## config.mk

```make
export PLATFORM = sky130hd
export DESIGN_NAME = tcs_freq_emulator
export DESIGN_NICKNAME = d
export VERILOG_FILES = /design/src/rtl/tcs_freq_emulator.sv
export SDC_FILE = /design/constraint.sdc
export NUM_CORES = 1
export LEC_CHECK = 0
export CORE_MARGIN = 4
export CORE_UTILIZATION = 35
export CTS_CLUSTER_DIAMETER = 30
export CTS_CLUSTER_SIZE = 16
export DETAILED_ROUTE_END_ITERATION = 12
export PLACE_DENSITY = 0.47
export SLEW_MARGIN = 10
export SYNTH_ARGS = -nofsm -noshare
export SYNTH_HDL_FRONTEND = slang
export SYNTH_SLANG_ARGS = --single-unit
export TNS_END_PERCENT = 50
```

## constraint.sdc

```tcl
create_clock -name clk -period 8.81 [get_ports clk]
set_input_delay 1.762 -clock clk [delete_from_list [all_inputs] [get_ports clk]]
set_output_delay 1.762 -clock clk [all_outputs]
set_load 0.02 [all_outputs]
```

## src/rtl/tcs_freq_emulator.sv

```systemverilog
// -----------------------------------------------------------------------------
// tcs_freq_emulator
//
// Synthesizable stand-in for a TCS3200-style colour sensor. It decodes the
// filter select CS and produces FREQ, a square wave whose period in clk
// cycles comes from one of four run-time loadable period registers. It feeds
// the colour path and freq_counter on the board, or in a bench, when the
// physical sensor is absent.
//
// Ports
//   clk         system clock, all logic on the rising edge
//   reset       synchronous, active-high reset
//   CS[1:0]     filter select: 00 red, 01 blue, 10 clear, 11 green
//   OE          output enable; low forces FREQ low and parks the emulator
//   cfg_sel     period register to load (same encoding as CS)
//   cfg_period  period value to load, in clk cycles
//   cfg_load    one-cycle strobe writing cfg_period into register cfg_sel
//   FREQ        emulated sensor output (registered)
//   edge_pulse  one-cycle pulse in the cycle FREQ rises (registered)
//   active_sel  filter currently being emulated (registered)
//
// Each period of P cycles is split into hi = P>>1 cycles high followed by
// lo = P-hi cycles low, so an odd period gives its extra cycle to the low
// phase. After reset, a CS change or leaving the parked state, FREQ is held
// low for SETTLE_CYC cycles before the first rising edge.
// -----------------------------------------------------------------------------
module tcs_freq_emulator #(
    parameter int PER_W      = 19,
    parameter int SETTLE_CYC = 1000,
    parameter int RED_P      = 20000,
    parameter int GREEN_P    = 25000,
    parameter int BLUE_P     = 30000,
    parameter int CLEAR_P    = 8000
) (
    input  logic             clk,
    input  logic             reset,
    input  logic [1:0]       CS,
    input  logic             OE,
    input  logic [1:0]       cfg_sel,
    input  logic [PER_W-1:0] cfg_period,
    input  logic             cfg_load,
    output logic             FREQ,
    output logic             edge_pulse,
    output logic [1:0]       active_sel
);

    localparam int SET_W = (SETTLE_CYC < 1) ? 1 : $clog2(SETTLE_CYC + 1);
    localparam logic [SET_W-1:0] SET_TERM = SET_W'(SETTLE_CYC - 1);
    localparam logic [PER_W-1:0] MIN_P    = PER_W'(2);
    localparam logic [PER_W-1:0] ONE_P    = PER_W'(1);

    typedef enum logic [1:0] {
        ST_IDLE   = 2'd0,
        ST_SETTLE = 2'd1,
        ST_HIGH   = 2'd2,
        ST_LOW    = 2'd3
    } state_t;

    state_t           state;
    logic [1:0]       cs_q;
    logic [SET_W-1:0] settle_cnt;
    logic [PER_W-1:0] ph_cnt;
    logic [PER_W-1:0] hi_len;
    logic [PER_W-1:0] lo_len;
    logic [PER_W-1:0] per_reg [4];

    logic             cs_changed;
    logic             settle_done;
    logic             low_done;
    logic [PER_W-1:0] launch_per;
    logic [PER_W-1:0] cur_per;

    // High share of a period: the shorter half.
    function automatic logic [PER_W-1:0] split_hi(input logic [PER_W-1:0] p);
        return p >> 1;
    endfunction

    // Low share of a period: the remainder, which takes the odd cycle.
    function automatic logic [PER_W-1:0] split_lo(input logic [PER_W-1:0] p);
        return p - (p >> 1);
    endfunction

    always_comb begin
        cs_changed  = 1'b0;
        settle_done = 1'b0;
        low_done    = 1'b0;
        launch_per  = per_reg[active_sel];
        cur_per     = per_reg[cs_q];

        // A filter switch while parked is not an event: leaving the parked
        // state always goes through a full settle on the current cs_q anyway.
        cs_changed  = (state != ST_IDLE) && (CS != cs_q);
        settle_done = (state == ST_SETTLE) && (settle_cnt == SET_TERM);
        low_done    = (state == ST_LOW) && (ph_cnt == lo_len - ONE_P);

        // The first period after a settle uses the filter that was just
        // settled on; later periods re-read the register of the running filter.
        if (settle_done) begin
            launch_per = per_reg[cs_q];
        end
    end

    // hi_len/lo_len/ph_cnt are only consulted in HIGH/LOW, which are always
    // entered through a launch that loads them, so they carry no reset.
    always_ff @(posedge clk) begin
        if (reset) begin
            state      <= ST_SETTLE;
            settle_cnt <= '0;
            cs_q       <= CS;
            active_sel <= 2'b00;
            FREQ       <= 1'b0;
            edge_pulse <= 1'b0;
            per_reg[0] <= PER_W'(RED_P);
            per_reg[1] <= PER_W'(BLUE_P);
            per_reg[2] <= PER_W'(CLEAR_P);
            per_reg[3] <= PER_W'(GREEN_P);
        end else begin
            cs_q       <= CS;
            edge_pulse <= 1'b0;

            // Register reads below see the pre-write value, so a load that
            // coincides with a period launch only affects later periods.
            if (cfg_load) begin
                per_reg[cfg_sel] <= cfg_period;
            end

            if (!OE) begin
                state <= ST_IDLE;
                FREQ  <= 1'b0;
            end else if (cs_changed) begin
                // Truncates any high pulse in progress, like the real part.
                active_sel <= CS;
                state      <= ST_SETTLE;
                settle_cnt <= '0;
                FREQ       <= 1'b0;
            end else if (settle_done || low_done) begin
                if (settle_done) begin
                    active_sel <= cs_q;
                end
                if (launch_per >= MIN_P) begin
                    state      <= ST_HIGH;
                    FREQ       <= 1'b1;
                    edge_pulse <= 1'b1;
                    ph_cnt     <= '0;
                    hi_len     <= split_hi(launch_per);
                    lo_len     <= split_lo(launch_per);
                end else begin
                    state <= ST_IDLE;
                    FREQ  <= 1'b0;
                end
            end else begin
                unique case (state)
                    ST_IDLE: begin
                        if (cur_per >= MIN_P) begin
                            state      <= ST_SETTLE;
                            settle_cnt <= '0;
                        end
                    end
                    ST_SETTLE: begin
                        settle_cnt <= settle_cnt + SET_W'(1);
                    end
                    ST_HIGH: begin
                        if (ph_cnt == hi_len - ONE_P) begin
                            state  <= ST_LOW;
                            FREQ   <= 1'b0;
                            ph_cnt <= '0;
                        end else begin
                            ph_cnt <= ph_cnt + ONE_P;
                        end
                    end
                    ST_LOW: begin
                        ph_cnt <= ph_cnt + ONE_P;
                    end
                    default: begin
                        state <= ST_IDLE;
                        FREQ  <= 1'b0;
                    end
                endcase
            end
        end
    end

endmodule

```

==> Yosys cells after proc, flatten, opt, wreduce, memory -nomap -nowiden <==
Memories as Yosys holds them, arrays and structs flattened. A register that Yosys moved wholly into a read port is not among the register bits.
Index checks and enable logic that the tools add are counted.
{ "op_classes": {"n_eq_ne": 15, "reduce_logical": 23, "addsub": 5, "bitwise": 4, "muxes": 33, "n_lt_le_gt_ge": 2} }
{ "ops": {"columns": ["op", "count"], "rows": [
  ["19-bit 2-to-1 mux", 5],
  ["19-bit equality test", 2],
  ["19-bit by 2-bit greater-or-equal comparator with 1-bit output (second input constant)", 2],
  ["19-bit one-hot mux with 2 select lines", 1],
  ["10-bit 2-to-1 mux", 3],
  ["2-bit 2-to-1 mux", 10],
  ["10-bit one-hot mux with 2 select lines", 1],
  ["19-bit by 1-bit adder with 19-bit output (second input constant)", 1],
  ["19-bit OR reduction", 1],
  ["18-bit by 1-bit subtractor with 19-bit output (second input constant)", 1],
  ["19-bit by 1-bit subtractor with 19-bit output (second input constant)", 1],
  ["19-bit by 18-bit subtractor with 19-bit output", 1],
  ["1-bit 2-to-1 mux", 12],
  ["10-bit by 1-bit adder with 10-bit output (second input constant)", 1],
  ["10-bit equality test (second input constant)", 1],
  ["5-bit inequality test (second input constant)", 2],
  ["5-bit AND reduction", 2],
  ["2-bit nonzero test", 5],
  ["3-bit inequality test (second input constant)", 3],
  ["3-bit AND reduction", 3],
  ["3-bit nonzero test", 3],
  ["5-bit by 1-bit inequality test with 1-bit output (second input constant)", 1],
  ["2-bit equality test (second input constant)", 2],
  ["1-bit NOT", 4],
  ["12 further kinds", 14]
]} }
{ "word_totals": {"reg_bits": 74, "mem_count": 1, "ramBits": 76, "elab_cells": 93, "input_bits": 27} }
{ "mem_list": {"columns": ["memory", "depth", "width", "rd", "rd_ports_with_merged_regs", "write_ports", "line_no", "source"], "rows": [
  ["per_reg", 4, 19, 2, 2, 4, "65", "logic [PER_W-1:0] per_reg [4];"]
]} }

==> Longest topological paths before layout <==
{ "depth": {"word_depth": 8, "depth_mapped": 17, "ltp_nobuf": 15} }

==> Worst setup path after synthesis <==
Ideal clock, no wire load.
{ "synth_path": {"kind": "register to register", "start": "register (tool-made name)", "end": "register hi_len[0], enable pin", "path_stages_with_launch": 13, "arrival_time_ns": 3.835, "path_buffers": 2, "t_required_ns": 8.412, "slack_ns": 4.577, "synth_period_minus_slack_ns": 4.233, "cell_sequence": "dfxtp_1 > clkbuf_1 > clkbuf_1 > mux4_2 > nand2_1 > nand2_1 > inv_1 > ha_1 > nand2_1 > o41ai_1 > a21oi_1 > nor2b_1 > and2_1"} }
{ "synth_lines": {"columns": ["item", "line_no", "source"], "rows": [
  ["end signal, assigned", "145", "hi_len <= split_hi(launch_per);"],
  ["end, declared", "63", "logic [PER_W-1:0] hi_len;"]
]} }

==> Final worst setup path <==
{ "layout_path": {"start": "register settle_cnt[0]", "end": "register lo_len[18] (data pin)"} }
{ "layout_between": {"elab_chain_cells": 4} }
{ "layout_lines": {"columns": ["item", "line_no", "source"], "rows": [
  ["start, declared", "61", "logic [SET_W-1:0] settle_cnt;"],
  ["start signal, assigned", "160", "settle_cnt <= settle_cnt + SET_W'(1);"],
  ["10-bit equality test", "93", "settle_done = (state == ST_SETTLE) && (settle_cnt == SET_TERM);"],
  ["1-bit logical AND", "93", null],
  ["19-bit 2-to-1 mux", "98", "if (settle_done) begin"],
  ["named net launch_per[1]", "70", "logic [PER_W-1:0] launch_per;"],
  ["19-bit by 18-bit subtractor with 19-bit output", "80", "return p - (p >> 1);"],
  ["end signal, assigned", "146", "lo_len <= split_lo(launch_per);"],
  ["end, declared", "64", "logic [PER_W-1:0] lo_len;"]
]} }
The timed path passes the listed nets, and every way through them passes these cells.
A chain may end at the register's enable or synchronous reset.

==> run_summary.xml <==
<?xml version="1.0" encoding="UTF-8"?>
<metrics>
  <group name="status">
    <metric name="run_status" unit="">finished, final reports clean</metric>
  </group>
  <group name="floorplan">
    <metric name="die_area" unit="um^2">30300</metric>
    <metric name="die_w" unit="um">174</metric>
    <metric name="placement_row_count" unit="">60</metric>
    <metric name="core_region_area" unit="um^2">27000</metric>
    <metric name="starting_utilization_of_the_core_area" unit="%">35.7</metric>
    <metric name="boundaryPins" unit="">31</metric>
    <metric name="die_height" unit="um">174</metric>
  </group>
  <group name="clock_network">
    <metric name="cts.reportedPaths.clkPinSlew" unit="ps">60</metric>
    <metric name="cts_root_buffer" unit="">sky130_fd_sc_hd__clkbuf_16</metric>
    <metric name="tritoncts_clock_tree" unit="">yes</metric>
    <metric name="clk_path_buf_depth" unit="">2</metric>
    <metric name="post_cts.repair.setup_buffers" unit="">0</metric>
    <metric name="cts-htree-levels" unit="">4</metric>
    <metric name="clock_sinks" unit="">152</metric>
    <metric name="cts_made_buffers" unit="">17</metric>
    <metric name="cts_resized" unit="">0</metric>
    <metric name="cts_hold_buf" unit="">0</metric>
    <metric name="clock_latency_reported_for_the_late_side_of_the_worst_skew_pair" unit="ps">430</metric>
  </group>
  <group name="cells_and_area">
    <metric name="nFillCells" unit="">2615</metric>
    <metric name="largest_reg_flops" unit="">76</metric>
    <metric name="regArea" unit="um^2">4360</metric>
    <metric name="footprint_of_the_multi_input_gates" unit="um^2">5020</metric>
    <metric name="layoutNonFillerInstCount" unit="">1254</metric>
    <metric name="layout-drive-gt1-share" unit="%">11.7</metric>
    <metric name="final_layout_net_count" unit="">973</metric>
    <metric name="area_delta_synth_final" unit="%">13.5</metric>
    <metric name="antenna-diode-count" unit="">0</metric>
  </group>
  <group name="hold_path">
    <metric name="hold_class" unit="">flop to flop</metric>
    <metric name="hold_path_startpoint" unit="">settle_cnt[9]$_SDFFE_PP0P_</metric>
  </group>
  <group name="timing">
    <metric name="report.final.setup_viol" unit="">0</metric>
    <metric name="min_period_over_period" unit="%">50.1</metric>
    <metric name="fmax" unit="MHz">227</metric>
    <metric name="min_period" unit="ps">4410</metric>
    <metric name="worst_pin_slew" unit="ps">1210</metric>
    <metric name="grt_setup_unrepaired" unit="">false</metric>
    <metric name="final_max_slew_viol_count" unit="">0</metric>
    <metric name="slew-limit-headroom" unit="%">19.1</metric>
    <metric name="setup_total_negative_slack" unit="ps">0</metric>
    <metric name="final.setup_skew" unit="ps">12.8</metric>
    <metric name="hold_viol_final" unit="">0</metric>
  </group>
  <group name="placement">
    <metric name="dp.cells" unit="">1222</metric>
    <metric name="detailed_place_hpwl" unit="mm">17.2</metric>
    <metric name="place.gp.congestion" unit="">0.815</metric>
    <metric name="place.port_buffers" unit="">30</metric>
  </group>
  <group name="grt">
    <metric name="grt_start_max_net_pins" unit="">38</metric>
    <metric name="grt_overflow" unit="">0</metric>
    <metric name="initial_antenna_violation_count" unit="">0</metric>
    <metric name="track_usage" unit="%">15.5</metric>
    <metric name="wire_length_of_the_first_global_routing_pass" unit="mm">36.6</metric>
    <metric name="grt_pass1_vias" unit="">6550</metric>
  </group>
  <group name="pwr">
    <metric name="vdd.ir_drop.worst" unit="mV">0.109</metric>
    <metric name="power_density" unit="nW/um^2">181</metric>
    <metric name="static_leakage_power" unit="nW">3.91</metric>
  </group>
  <group name="yosys">
    <metric name="post_synth_main_area_contributors" unit="">sky130_fd_sc_hd__edfxtp_1 41%, sky130_fd_sc_hd__mux4_2 8.9%, sky130_fd_sc_hd__ha_1 5.8%</metric>
    <metric name="synth_cell_type_count" unit="">66</metric>
    <metric name="async_set_or_reset_flop_fraction_in_the_synthesized_netlist" unit="%">0</metric>
    <metric name="synthesis.nets" unit="">945</metric>
    <metric name="syn_area" unit="um^2">9640</metric>
    <metric name="synthDominantCellAreaShare" unit="%">41.1</metric>
    <metric name="top_cell_type_by_total_area_after_synthesis" unit="">sky130_fd_sc_hd__edfxtp_1</metric>
    <metric name="syn_inst" unit="">872</metric>
    <metric name="ys_dominant_reg_cell" unit="">sky130_fd_sc_hd__edfxtp_1</metric>
    <metric name="synth.yosys.seq_area_share" unit="%">45.3</metric>
    <metric name="edff_count_synth" unit="">132</metric>
    <metric name="yosys_register_bits" unit="">152</metric>
    <metric name="total_number_of_yosys_warnings" unit="">0</metric>
    <metric name="syn_area_per_cell" unit="um^2">11.1</metric>
  </group>
  <group name="drt">
    <metric name="drt-total-wl" unit="mm">23.3</metric>
    <metric name="routedWlPerCell" unit="um">18.6</metric>
    <metric name="drtAntennaViolNets" unit="">0</metric>
    <metric name="highest-signal-layer" unit="">met4</metric>
    <metric name="route.met3.wl" unit="um">557</metric>
    <metric name="routed_via_density" unit="">5.20</metric>
    <metric name="drcViolationCount" unit="">0</metric>
    <metric name="drt_iter0_markers" unit="">354</metric>
    <metric name="drt-pass1-iter-count" unit="">5</metric>
    <metric name="detailroute.via_count" unit="">6520</metric>
    <metric name="detail_route.wirelength.met1" unit="mm">10.9</metric>
    <metric name="dr_wl_met2" unit="mm">11.6</metric>
  </group>
  <group name="critical_path">
    <metric name="worst_ep_arrival_time" unit="ps">4570</metric>
    <metric name="worstSetupPathType" unit="">flop to flop</metric>
    <metric name="critical_path.slowest_cell" unit="">sky130_fd_sc_hd__or4_1</metric>
    <metric name="r2r_start" unit="">settle_cnt[0]$_SDFFE_PP0P_</metric>
    <metric name="worst_setup_path_startpoint" unit="">settle_cnt[0]$_SDFFE_PP0P_</metric>
    <metric name="critPathLaunchType" unit="">flop</metric>
    <metric name="endpoint_required_time_on_the_critical_path" unit="ps">8970</metric>
    <metric name="path_cells" unit="">ha_1, nand4_1, or4_1, nand2_1, nand2_1, ha_1, inv_1, fa_1, a21oi_1, o31a_1, o21ai_0, o211ai_1, a21oi_1, o21a_1, o211ai_1</metric>
    <metric name="critPathCaptureType" unit="">flop</metric>
    <metric name="worst_path_largest_cell_delay" unit="ps">900</metric>
    <metric name="worst-path-max-fanout" unit="">21</metric>
  </group>
  <group name="job">
    <metric name="maxCapViolCount" unit="">0</metric>
  </group>
</metrics>
-- layout by cell type (no fill, tap or decap), drive strengths merged, types with 25 or more instances in the layout --
master         instances
xor2                  31
a21oi                 31
clkdlybuf4s50         30
nor2                  50
nand2                 82
mux4                  38
nand2b                35
inv                   45
xnor2                 54
o21ai                 25
and2                  64
ha                    45
edfxtp               132
-- final cells by class --
type                            instances  share of cell area [%]
Multi-Input combinational cell        649                    45.9
Sequential cell                       152                    39.9
Clock buffer                           18                    3.92
Tap cell                              341                    3.90
Timing Repair Buffer                   42                    3.57
Clock inverter                         14                    1.49
Inverter                               38                    1.30
-- worst paths after layout --
| path | endpoint | slack (ps) | cells after the start |
|---|---|---|---|
| setup / recovery | lo_len[18]$_DFFE_PP_ | 4400 | 15 |
| hold / removal | settle_cnt[9]$_SDFFE_PP0P_ | 490 | 2 |
| setup reg to reg | lo_len[18]$_DFFE_PP_ | 4400 | 15 |
| hold reg to reg | settle_cnt[9]$_SDFFE_PP0P_ | 490 | 2 |
-- routing by layer --
layer | up-vias | GRT usage (%)
met1 | 3164 | 20.1
li1 | 3238 | -
met4 | 0 | 4.03
met5 | - | 0
met3 | 20 | 2.46
met2 | 98 | 26.9
-- Yosys cell counts, types with 20 or more instances --
master                     number
sky130_fd_sc_hd__nand2_1       82
sky130_fd_sc_hd__nand2b_1      35
sky130_fd_sc_hd__xor2_1        31
sky130_fd_sc_hd__o21ai_0       25
sky130_fd_sc_hd__clkbuf_1      28
sky130_fd_sc_hd__edfxtp_1     132
sky130_fd_sc_hd__nor2_1        50
sky130_fd_sc_hd__ha_1          45
sky130_fd_sc_hd__xnor2_1       54
sky130_fd_sc_hd__and2_1        64
sky130_fd_sc_hd__dfxtp_1       20
sky130_fd_sc_hd__mux4_2        38
sky130_fd_sc_hd__inv_1         38
sky130_fd_sc_hd__nand3_1       20
sky130_fd_sc_hd__a21oi_1       31
-- power breakdown --
group / internal [mW] / switching, mW
registers: 0.832 / 0.0152
clock network: 0.426 / 0.323
logic: 0.170 / 0.217
-- worst max-delay path: cells and delay by family (launching register included) --
| family | cells | cell delay (ps) |
|---|---|---|
| adder cells (fa/ha/maj) | 3 | 720 |
| AO/OA/AOI/OAI | 7 | 1530 |
| buffers and inverters | 1 | 70 |
| AND/OR/NAND/NOR | 4 | 1440 |
| flip-flops | 1 | 370 |
-- cell families after synthesis --
family                     synth area share [%]
AOI/OAI and AO/OA                          7.39
adders and majority gates                  6.05
muxes                                      9.64
buffers and inverters                      2.88
DFF                                        45.3
and+or+nand+nor                            21.0
xor gates and xnor gates                   7.72
-- per-stage QoR --
stage               setup WS (ps)  hold slack (ps)  utilization [%]  cell area (um^2)  power (mW)
finish                       4400              492             40.5             10900        1.98
global route                 4080              505             40.5             10900        2.08
CTS                          4360              486             40.5             10900        2.01
detailed placement           4120              477             38.3             10300        1.25
global placement             4140              466             38.3             10300        1.25
floorplan                    4580              443                -              9640        1.14
(Power assumes the default switching activity.)
